<file path="config.mk">
export PLATFORM = sky130hd
export DESIGN_NAME = cv32e40p_lcm_alarm_handler
export DESIGN_NICKNAME = d
export VERILOG_FILES = /design/src/rtl/cv32e40p_lcm_alarm_handler.sv
export SDC_FILE = /design/constraint.sdc
export NUM_CORES = 1
export LEC_CHECK = 0
export ABC_AREA = 0
export CAP_MARGIN = 0
export CORE_UTILIZATION = 23
export CTS_BUF_LIST = sky130_fd_sc_hd__clkbuf_8 sky130_fd_sc_hd__clkbuf_16
export DETAILED_ROUTE_END_ITERATION = 12
export MAX_ROUTING_LAYER = met4
export PLACE_DENSITY = 0.51
export SLEW_MARGIN = 0
export SYNTH_ARGS = -nofsm -noshare
export SYNTH_HDL_FRONTEND = slang
export SYNTH_SLANG_ARGS = --single-unit
</file>
<file path="constraint.sdc">
create_clock -name clk -period 2.5 [get_ports clk]
set_clock_uncertainty 0.2 [all_clocks]
set_input_delay 0.375 -clock clk [delete_from_list [all_inputs] [get_ports clk]]
set_output_delay 0.375 -clock clk [all_outputs]
set_load 0.03 [all_outputs]
</file>
<file path="src/rtl/cv32e40p_lcm_alarm_handler.sv">
// Loop/basic-block length alarm handler: converts detector alarm edges into a
// req/ack fault request to the controller and escalates to a sticky lockdown
// after repeated alarms or an unacknowledged request.
module cv32e40p_lcm_alarm_handler #(
  parameter int unsigned ALARM_THRESHOLD = 3,
  parameter int unsigned ACK_TIMEOUT     = 16,
  parameter int unsigned CNT_WIDTH       = 8
) (
  input  logic                 clk,
  input  logic                 rst_n,
  input  logic                 alarm_i,
  input  logic                 enable_i,
  input  logic                 ack_i,
  input  logic                 clear_i,
  output logic                 req_o,
  output logic                 lock_o,
  output logic                 pending_o,
  output logic [CNT_WIDTH-1:0] alarm_cnt_o
);

  localparam int unsigned ESC_W = $clog2(ALARM_THRESHOLD + 1);
  localparam int unsigned TMO_W = $clog2(ACK_TIMEOUT);

  typedef enum logic [1:0] {
    IDLE     = 2'd0,
    REQ      = 2'd1,
    SERVICED = 2'd2,
    LOCKED   = 2'd3
  } state_e;

  state_e           state_q;
  logic             alarm_q;
  logic [ESC_W-1:0] esc_cnt_q;
  logic [TMO_W-1:0] tmo_cnt_q;

  logic             evt_c;
  logic [ESC_W-1:0] esc_nxt_c;
  logic             esc_hit_c;
  logic             tmo_hit_c;
  logic             cnt_sat_c;

  // Event detection and escalation arithmetic (clear takes effect before counting)
  always_comb begin
    evt_c     = alarm_i & ~alarm_q & enable_i;
    esc_nxt_c = clear_i ? ESC_W'(1) : esc_cnt_q + ESC_W'(1);
    esc_hit_c = (esc_nxt_c == ESC_W'(ALARM_THRESHOLD));
    tmo_hit_c = (tmo_cnt_q == TMO_W'(ACK_TIMEOUT - 1));
    cnt_sat_c = (alarm_cnt_o == {CNT_WIDTH{1'b1}});
  end

  // Alarm edge register, FSM, counters and registered outputs
  always_ff @(posedge clk or negedge rst_n) begin
    if (!rst_n) begin
      state_q     <= IDLE;
      alarm_q     <= 1'b0;
      esc_cnt_q   <= '0;
      tmo_cnt_q   <= '0;
      req_o       <= 1'b0;
      lock_o      <= 1'b0;
      pending_o   <= 1'b0;
      alarm_cnt_o <= '0;
    end else begin
      alarm_q <= alarm_i;
      unique case (state_q)
        IDLE: begin
          if (evt_c) begin
            if (!cnt_sat_c) begin
              alarm_cnt_o <= alarm_cnt_o + CNT_WIDTH'(1);
            end
            esc_cnt_q <= esc_nxt_c;
            if (esc_hit_c) begin
              state_q <= LOCKED;
              lock_o  <= 1'b1;
            end else begin
              state_q   <= REQ;
              tmo_cnt_q <= '0;
              req_o     <= 1'b1;
              pending_o <= 1'b1;
            end
          end else if (clear_i) begin
            esc_cnt_q <= '0;
          end
        end
        REQ: begin
          if (clear_i) begin
            esc_cnt_q <= '0;
          end
          // Ack has priority over a timeout landing in the same cycle
          if (ack_i) begin
            state_q <= SERVICED;
            req_o   <= 1'b0;
          end else if (tmo_hit_c) begin
            state_q   <= LOCKED;
            req_o     <= 1'b0;
            pending_o <= 1'b0;
            lock_o    <= 1'b1;
          end else begin
            tmo_cnt_q <= tmo_cnt_q + TMO_W'(1);
          end
        end
        SERVICED: begin
          if (clear_i) begin
            esc_cnt_q <= '0;
          end
          // Wait for the detector to re-arm before accepting new events
          if (!alarm_i) begin
            state_q   <= IDLE;
            pending_o <= 1'b0;
          end
        end
        LOCKED: begin
          state_q <= LOCKED;
        end
        default: begin
          state_q <= LOCKED;
          lock_o  <= 1'b1;
        end
      endcase
    end
  end

endmodule

</file>
==> metrics.csv, run 1 <==
stage,metric,value,unit
critical_path,worst r2r src,state_q[0]$_DFFE_PN0P_,
logic_synthesis,Mapped Cells,112,
die,Initial Util,24.0,%
critical_path,endpoint class of the critical path,flip-flop,
critical_path,critical path peak fanout,8,
die,IO Pins,17,
route,first drt pass iteration count,4,
placed_design,Placement Setup Slack,0.285,ns
sta,setup TNS,0,ns
logic_synthesis,Synthesis Warnings,0,
die,core area,4750,sq um
die,Die Height,72.4,um
sta,Final period util,83.1,%
critical_path,crit path max-delay cell type,dfrtp_1,
sta,RSZ-0062 raised after global routing,no,
sta,Slew @ Worst Pin,0.328,ns
placed_design,DPL Wire Length,1.86,mm
logic_synthesis,Post-synth EDFFs,0,
grt,first-pass GRT wire length,4.20,mm
placed_design,GPL Wtd Cong,0.749,
sta,min Tclk post-route,2.08,ns
logic_synthesis,Syn Nets,125,
clocking,Post-CTS Setup Bufs,0,
grt,gr ovfl total,0,
critical_path,Worst EP arrival,2.01,ns
logic_synthesis,"flops & latches, synth",20,
power_and_ir_drop,power density over cell area,390,nW/um^2
grt,number of global-route vias before repair,921,
die,Rows,25,
layout,Area Growth Syn to Fin,25.7,%
run,total of max-cap violations,0,
route,final wirelength,2.44,mm
layout,layout cells sized above 1,7.58,%
clocking,CTS H-tree lvls,1,
clocking,hold buffers post-CTS,0,
logic_synthesis,"Seq/Total Area, Yosys",43.9,%
grt,Total Routing Usage GR,10.5,%
critical_path,Worst EP required,2.43,ns
sta,FMAX,481,MHz
route,Vias,893,
route,vias per inst,4.49,
sta,Hold Fails Final Rpt,0,
sta,final worst slack,0.421,ns
route,DRT antenna net count,0,
sta,slew margin rel.,78.1,%
sta,max-slew violations,0,
logic_synthesis,Syn Area/Cell,10.2,sq um
critical_path,startpoint class of the critical path,flip-flop,
power_and_ir_drop,Max VDD drop,0.146,mV
logic_synthesis,synthesized cell area,1140,sq um
placed_design,Port Buffers,16,
clocking,clock-pin slew on the worst setup and hold paths,0.08,ns
grt,initial antenna violation count,0,
critical_path,CP peak stage delay,0.42,ns
clocking,CTS tree,built,
clocking,# resized after CTS,0,
logic_synthesis,number of library cell types mapped by synthesis,38,
die,DIE WIDTH,72.4,um
critical_path,Worst Setup Path Type,reg -> reg,
route,DR iter-0 viols,35,
status,outcome,finished clean,
critical_path,crit path from,state_q[0]$_DFFE_PN0P_,
power_and_ir_drop,Leak,0.641,nW
die,die area,5240,sq um
critical_path,CP Cell Sequence,inv_1 -> ha_1 -> nand4b_1 -> a21oi_4 -> o21ai_2 -> a221o_1,
grt,pin count of the biggest net entering global routing,21,
route,# DRC,0,
layout,fin nets,147,
layout,Post-Route Utilization,30.1,%
layout,ant diodes,0,
route,wire per inst,12.3,um
clocking,Num CTS Buffers,3,
sta,Setup-failing EPs final,0,
clocking,CTS root buffer,clkbuf_8,
clocking,clk buf depth,2,
hold_path,Hold Path Class,in -> async,
clocking,CTS sink cnt,20,
logic_synthesis,"Async S/R FF share, synth",100,%
clocking,"Clk Latency, worst-skew pair",0.26,ns
logic_synthesis,Main synth FF type,dfrtp_1,
[cell usage after synthesis, drive strengths merged, types with 3 or more instances]
master | number | area (sq um)
dfrtp | 20 | 500
nor2 | 12 | 45.0
inv | 8 | 30.0
o21ai | 8 | 43.8
ha | 7 | 87.6
a21oi | 6 | 41.3
nand3 | 6 | 30.0
nand2 | 4 | 15.0
nand2b | 4 | 27.5
nor3b | 4 | 35.0
mux2 | 3 | 33.8
mux2i | 3 | 30.0
xor2 | 3 | 26.3
[worst max-delay path, delay by kind of cell (launching register included)]
kind                       cells  cell delay (ns)
AOI/OAI and AO/OA              3             0.66
DFF                            1             0.42
adders and majority gates      1             0.30
and+or+nand+nor                1             0.24
buffers and inverters          1             0.11
[metal layers]
layer  GRT usage, %  up-vias  wire length (um)
met1           13.6      425              1260
met2           16.1       21              1080
met4           4.58        0                17
li1               -      445                 -
met5              -        -                 0
met3           1.94        2                84
[layout by cell type (no fill, tap or decap), types with 4 or more instances in the layout]
cell type	n
ha_1	7
nor2_1	12
a21oi_1	5
clkdlybuf4s50_1	16
o21ai_0	5
nand2_1	4
inv_1	8
dfrtp_1	20
nand3_1	6
[per-stage QoR]
stage | instance area, sq um | hold WS, ns | instances | power, mW
global route | 1430 | 0.277 | 199 | 0.578
floorplan | 1140 | -0.121 | 112 | 0.336
finish | 1430 | 0.265 | 199 | 0.559
detailed placement | 1390 | 0.275 | 196 | 0.355
global placement | 1390 | 0.265 | 196 | 0.355
CTS | 1430 | 0.274 | 199 | 0.565
[cell type report]
cell class	instances	area (sq um)
well taps	67	83.8
inverters	8	30.0
repair buffers	17	168
multi-input cells	84	609
fillers	498	3320
flip-flops and latches	20	500
clock buffers	3	41.3
[worst paths after layout]
kind | end | slack (ns) | depth (start not counted)
setup / recovery | tmo_cnt_q[2]$_DFFE_PN0P_ | 0.42 | 6
hold / removal | alarm_cnt_o[3]$_DFFE_PN0P_ | 0.26 | 2
setup reg to reg | tmo_cnt_q[2]$_DFFE_PN0P_ | 0.42 | 6
hold reg to reg | lock_o$_DFFE_PN0P_ | 0.30 | 1
max in group asynchronous | alarm_cnt_o[5]$_DFFE_PN0P_ | 1.61 | 2
min in group clk | lock_o$_DFFE_PN0P_ | 0.30 | 1
[cell families after synthesis]
| group | share of synthesized area, % |
|---|---|
| AND/OR/NAND/NOR | 21.6 |
| multiplexers | 5.60 |
| XOR/XNOR | 3.07 |
| adder cells (fa/ha/maj) | 7.68 |
| buffers and inverters | 2.63 |
| flip-flops | 43.9 |
| AO/OA/AOI/OAI | 15.5 |
[report_power, final]
part           switching (mW)  internal (mW)  total (mW)
clock                   0.103          0.107       0.210
combinational          0.0133         0.0109      0.0241
sequential           0.000422          0.324       0.325
[state kept, by name, summed over array words and instances (netlist names)]
name and count:
esc_cnt_q 2, req_o 1, lock_o 1, alarm_cnt_o 8
tmo_cnt_q 4, state_q 2, alarm_q 1, pending_o 1
No activity file was read; power rests on OpenSTA's default activity.
==> run 2: changes to the inputs <==
==> constraint.sdc (replaced) <==
create_clock -name clk -period 2.2 [get_ports clk]
set_clock_uncertainty 0.2 [all_clocks]
set_input_delay 0.33 -clock clk [delete_from_list [all_inputs] [get_ports clk]]
set_output_delay 0.33 -clock clk [all_outputs]
set_load 0.03 [all_outputs]
==> metrics.csv, run 2 (same netlist as run 1, synthesis figures left out) <==
stage,metric,value,unit
status,outcome,finished clean,
die,Die Height,72.4,um
route,final wirelength,2.41,mm
layout,fin cells,203,
sta,max-slew violations,0,
clocking,CTS H-tree lvls,1,
critical_path,worst r2r path cells,6,
layout,Largest register FFs,8,
critical_path,endpoint class of the critical path,flip-flop,
die,Initial Util,24.0,%
sta,FMAX,500,MHz
sta,Final period util,90.9,%
layout,ant diodes,0,
critical_path,worst r2r src,state_q[0]$_DFFE_PN0P_,
layout,fin nets,150,
critical_path,CP peak stage delay,0.41,ns
clocking,Num CTS Buffers,3,
placed_design,Post-Place Cell Area,1410,sq um
clocking,CTS sink cnt,20,
route,DRT antenna net count,0,
route,Vias,914,
power_and_ir_drop,Leak,0.659,nW
sta,Setup-failing EPs final,0,
layout,Largest regs,"alarm_cnt_o: 8 flops, tmo_cnt_q: 4 flops",
clocking,clock-pin slew on the worst setup and hold paths,0.07,ns
critical_path,Worst Setup Path Type,reg -> reg,
route,vias per inst,4.50,
die,IO Pins,17,
layout,area occupied by multi-input gates,612,sq um
critical_path,WP buf/inv,1,
route,# DRC,0,
critical_path,critical path peak fanout,8,
layout,Post-Route Utilization,30.9,%
sta,slew margin rel.,78.3,%
sta,RSZ-0062 raised after global routing,no,
power_and_ir_drop,power density over cell area,460,nW/um^2
die,core area,4750,sq um
route,DR iter-0 viols,48,
layout,most frequent cells in the layout,"dfrtp_1, clkdlybuf4s50_1, nor2_1",
clocking,CTS tree,built,
grt,initial antenna violation count,0,
placed_design,GPL Wtd Cong,0.762,
layout,layout cells sized above 1,11.0,%
layout,final instance area,1470,sq um
grt,number of global-route vias before repair,901,
critical_path,CP Cell Sequence,inv_1 -> ha_2 -> nand4b_1 -> a21oi_4 -> o21ai_2 -> a221o_1,
power_and_ir_drop,Max VDD drop,0.199,mV
critical_path,Worst EP required,2.14,ns
critical_path,Worst EP arrival,1.94,ns
run,total of max-cap violations,0,
placed_design,placed cell count,199,
sta,final hold slack,0.208,ns
layout,Biggest register,alarm_cnt_o,
critical_path,startpoint class of the critical path,flip-flop,
grt,pin count of the biggest net entering global routing,21,
route,first drt pass iteration count,4,
sta,Slew @ Worst Pin,0.324,ns
sta,min Tclk post-route,2.00,ns
layout,Filler Cells Inserted,505,
clocking,CTS root buffer,clkbuf_8,
placed_design,DPL Wire Length,1.89,mm
hold_path,Hold Path Class,in -> async,
sta,Hold Fails Final Rpt,0,
die,die area,5240,sq um
clocking,"Clk Latency, worst-skew pair",0.26,ns
critical_path,Top delay family on crit path,compound AO/OA/AOI/OAI gates,
grt,first-pass GRT wire length,4.13,mm
die,Rows,25,
critical_path,crit path max-delay cell type,dfrtp_1,
die,DIE WIDTH,72.4,um
grt,gr ovfl total,0,
clocking,Post-CTS Setup Bufs,0,
layout,"commonest non-fill, non-tap cell in the layout",dfrtp_1,
grt,Total Routing Usage GR,10.7,%
route,wire per inst,11.9,um
layout,Area Growth Syn to Fin,29.1,%
layout,Reg area,500,sq um
placed_design,Port Buffers,16,
critical_path,FF-to-FF End,tmo_cnt_q[2]$_DFFE_PN0P_,
critical_path,R2R Setup Slk,0.20,ns
clocking,clk buf depth,2,
sta,setup TNS,0,ns
[run 2: final cells by class]
type	count	share of cell area, %
flip-flops and latches	20	34.0
well taps	67	5.70
clock buffers	4	3.74
inverters	8	2.04
multi-input cells	84	41.6
repair buffers	20	12.9
[run 2: per-layer routing]
metal / wire length, um / track usage [%]
met3: 59 / 1.67
met4: 71 / 6.75
met2: 1080 / 16.2
met1: 1200 / 13.3
met5: 0 / -
[run 2: worst register-to-register path, delay by kind of cell (launching register included)]
kind | cells | cell delay (ns)
buffers and inverters | 1 | 0.11
flip-flops | 1 | 0.41
adder cells (fa/ha/maj) | 1 | 0.26
AND/OR/NAND/NOR | 1 | 0.24
AO/OA/AOI/OAI | 3 | 0.65
[run 2: how the worst max path moves through the flow]
stage               depth (start not counted)                         end                   start
detailed placement                          5  alarm_cnt_o[5]$_DFFE_PN0P_                 alarm_i
CTS                                         6    tmo_cnt_q[2]$_DFFE_PN0P_  state_q[0]$_DFFE_PN0P_
finish                                      6    tmo_cnt_q[2]$_DFFE_PN0P_  state_q[0]$_DFFE_PN0P_
floorplan                                   6  alarm_cnt_o[5]$_DFFE_PN0P_  state_q[0]$_DFFE_PN0P_
global route                                6  alarm_cnt_o[5]$_DFFE_PN0P_  state_q[0]$_DFFE_PN0P_
global placement                            5  alarm_cnt_o[5]$_DFFE_PN0P_                 alarm_i
[run 2: metrics by stage]
step / power [mW] / setup WS, ns
5_1_grt: 0.711 / 0.0315
6_report: 0.678 / 0.201
3_3_place_gp: 0.406 / 0.129
2_1_floorplan: 0.382 / 0.317
4_1_cts: 0.689 / 0.141
3_5_place_dp: 0.406 / 0.0963
[run 2: power by group]
group	internal (mW)	leakage, nW	switching (mW)
logic	0.0143	0.389	0.0150
registers	0.368	0.241	0.000464
clock network	0.159	0.0288	0.120
total	0.542	0.659	0.136
[run 2: timing repair]
item / 4_1_cts / 5_1_grt
gates resized for setup: 0 / 1
endpoints found under the setup margin: 0 / 2
hold buffers: 0 / 0
==> run 3: changes to the inputs <==
--- a/config.mk
+++ b/config.mk
@@ -5,13 +5,14 @@
 export SDC_FILE = /design/constraint.sdc
 export NUM_CORES = 1
 export LEC_CHECK = 0
-export ABC_AREA = 0
+export ABC_AREA = 1
 export CAP_MARGIN = 0
 export CORE_UTILIZATION = 23
 export CTS_BUF_LIST = sky130_fd_sc_hd__clkbuf_8 sky130_fd_sc_hd__clkbuf_16
 export DETAILED_ROUTE_END_ITERATION = 12
+export HOLD_SLACK_MARGIN = 0.15
 export MAX_ROUTING_LAYER = met4
-export PLACE_DENSITY = 0.51
+export PLACE_DENSITY = 0.52
 export SLEW_MARGIN = 0
 export SYNTH_ARGS = -nofsm -noshare
 export SYNTH_HDL_FRONTEND = slang
==> constraint.sdc (replaced) <==
create_clock -name clk -period 1.8 [get_ports clk]
set_clock_uncertainty 0.2 [all_clocks]
set_input_delay 0.27 -clock clk [delete_from_list [all_inputs] [get_ports clk]]
set_output_delay 0.27 -clock clk [all_outputs]
set_load 0.03 [all_outputs]
==> metrics.csv, run 3 <==
stage,metric,value,unit
sta,FMAX,573,MHz
run,total of max-cap violations,0,
logic_synthesis,XOR/XNOR Fraction of Synth Area,4.87,%
sta,slew margin rel.,79.0,%
clocking,CTS H-tree lvls,1,
grt,first-pass GRT wire length,4.24,mm
layout,Largest regs,"alarm_cnt_o: 8 flops, tmo_cnt_q: 4 flops",
layout,layout cells sized above 1,10.1,%
placed_design,DPL Wire Length,1.92,mm
grt,gr ovfl total,0,
logic_synthesis,Post-synth EDFFs,0,
layout,area occupied by multi-input gates,656,sq um
critical_path,CP Cell Sequence,clkdlybuf4s50_1,
critical_path,CP peak stage delay,0.67,ns
logic_synthesis,"Seq/Total Area, Yosys",40.6,%
critical_path,WP buf/inv,1,
layout,Post-Route Utilization,31.0,%
logic_synthesis,dominant cell type by area after synthesis,dfrtp_1,
layout,fin nets,203,
route,vias per inst,4.04,
die,DIE WIDTH,75.2,um
grt,Total Routing Usage GR,10.4,%
power_and_ir_drop,Max VDD drop,0.546,mV
layout,"commonest non-fill, non-tap cell in the layout",nand2_1,
die,IO Pins,17,
route,Vias,1047,
layout,most frequent cells in the layout,"nand2_1, inv_1, dfrtp_1",
layout,Area Growth Syn to Fin,29.0,%
die,Die Height,75.2,um
power_and_ir_drop,Leak,0.841,nW
placed_design,GPL Wtd Cong,0.833,
layout,Largest register FFs,8,
route,DRT antenna net count,0,
logic_synthesis,Syn Nets,177,
clocking,CTS sink cnt,20,
sta,Final period util,96.9,%
grt,pin count of the biggest net entering global routing,21,
hold_path,Hold Path Class,reg -> reg,
logic_synthesis,Main synth FF type,dfrtp_1,
logic_synthesis,leading cell type by number of instances after synthesis,nand2_1,
route,wire per inst,9.63,um
clocking,Num CTS Buffers,3,
logic_synthesis,Synthesis Warnings,0,
critical_path,endpoint class of the critical path,primary output,
logic_synthesis,Mapped Cells,164,
layout,ant diodes,0,
placed_design,Port Buffers,16,
power_and_ir_drop,power density over cell area,1370,nW/um^2
critical_path,startpoint class of the critical path,flip-flop,
logic_synthesis,Synth top cells by count,"nand2_1, inv_1, dfrtp_1",
layout,Reg area,500,sq um
layout,Biggest register,alarm_cnt_o,
logic_synthesis,synthesized cell area,1230,sq um
die,die area,5660,sq um
clocking,clk buf depth,2,
sta,max-slew violations,0,
logic_synthesis,post-synthesis compound-gate area fraction,4.06,%
logic_synthesis,mux contribution to synthesized area,0,%
status,outcome,finished clean,
clocking,CTS tree,built,
critical_path,Top delay family on crit path,buffers and inverters,
route,DR iter-0 viols,35,
die,Rows,26,
logic_synthesis,largest family of logic cells by synthesized area,simple AND/OR/NAND/NOR gates,
sta,final hold slack,0.266,ns
logic_synthesis,"Async S/R FF share, synth",100,%
sta,setup TNS,0,ns
critical_path,Worst EP required,1.33,ns
clocking,CTS root buffer,clkbuf_8,
logic_synthesis,adder-cell share of the synthesized area,7.10,%
logic_synthesis,number of library cell types mapped by synthesis,20,
sta,Hold Fails Final Rpt,0,
logic_synthesis,Syn Area/Cell,7.52,sq um
sta,Setup-failing EPs final,0,
route,final wirelength,2.49,mm
die,Initial Util,24.0,%
sta,Slew @ Worst Pin,0.314,ns
clocking,clock-pin slew on the worst setup and hold paths,0.08,ns
logic_synthesis,"top cells by area, synth","dfrtp_1, nand2_1, ha_1, inv_1, nand3_1",
grt,initial antenna violation count,0,
layout,Filler Cells Inserted,584,
critical_path,Worst Setup Path Type,reg -> out,
sta,RSZ-0062 raised after global routing,no,
clocking,Post-CTS Setup Bufs,0,
critical_path,Worst EP arrival,1.27,ns
route,first drt pass iteration count,4,
critical_path,crit path max-delay cell type,clkdlybuf4s50_1,
logic_synthesis,post-synthesis simple-gate area fraction,36.5,%
route,# DRC,0,
critical_path,critical path peak fanout,2,
sta,min Tclk post-route,1.74,ns
logic_synthesis,post-synth top area share,40.6,%
clocking,"Clk Latency, worst-skew pair",0.27,ns
grt,number of global-route vias before repair,959,
die,core area,5140,sq um
logic_synthesis,"flops & latches, synth",20,
run 3: report_power, final:
| group | switching [mW] | internal, mW |
|---|---|---|
| Sequential | 0.117 | 0.571 |
| Clock | 0.169 | 0.297 |
| Combinational | 0.655 | 0.377 |
run 3: repair_timing:
item | 4_1_cts | 5_1_grt
endpoints found under the setup margin | 9 | 6
hold buffers | 1 | 0
resized for setup | 9 | 3
hold endpoints to repair | 12 | 0
run 3: cells by family after synthesis:
| family | Yosys count |
|---|---|
| AO/OA/AOI/OAI | 10 |
| XOR/XNOR | 6 |
| adder cells (fa/ha/maj) | 7 |
| buffers and inverters | 22 |
| flip-flops | 20 |
| AND/OR/NAND/NOR | 99 |
run 3: worst paths after layout:
check	from	end	slack, ns	depth (start not counted)
worst max-delay path	lock_o$_DFFE_PN0P_	lock_o	0.06	1
worst min-delay path	lock_o$_DFFE_PN0P_	lock_o$_DFFE_PN0P_	0.27	2
worst max register to register	state_q[0]$_DFFE_PN0P_	tmo_cnt_q[1]$_DFFE_PN0P_	0.18	7
worst min register to register	lock_o$_DFFE_PN0P_	lock_o$_DFFE_PN0P_	0.27	2
max in group asynchronous	rst_n	tmo_cnt_q[2]$_DFFE_PN0P_	0.49	3
min in group asynchronous	rst_n	alarm_cnt_o[6]$_DFFE_PN0P_	0.68	3
run 3: stage by stage:
| step | worst slack (ns) | std cells | power [mW] | area [sq um] |
|---|---|---|---|---|
| final | 0.0555 | 259 | 2.19 | 1590 |
| after global routing | 0.0202 | 259 | 2.38 | 1590 |
| after CTS | 0.0114 | 259 | 2.21 | 1580 |
| after detailed placement | 0.0483 | 254 | 1.76 | 1510 |
| after global placement | 0.0605 | 254 | 1.77 | 1510 |
| after floorplan | 0.186 | 164 | 1.42 | 1230 |
run 3: area by class of cell:
class,count,area share [%]
Timing Repair Buffer,21,12.0
Inverter,22,5.35
Multi-Input combinational cell,122,41.2
Sequential cell,20,31.4
Clock buffer,3,2.59
Clock inverter,1,1.89
Tap cell,70,5.50
run 3: layer usage:
layer,global-route usage [%],vias to the layer above,share of wire [%]
li1,-,564,-
met1,13.5,460,50
met2,15.4,21,44
met3,3.21,2,4.6
met4,3.09,0,0.96
met5,-,-,0
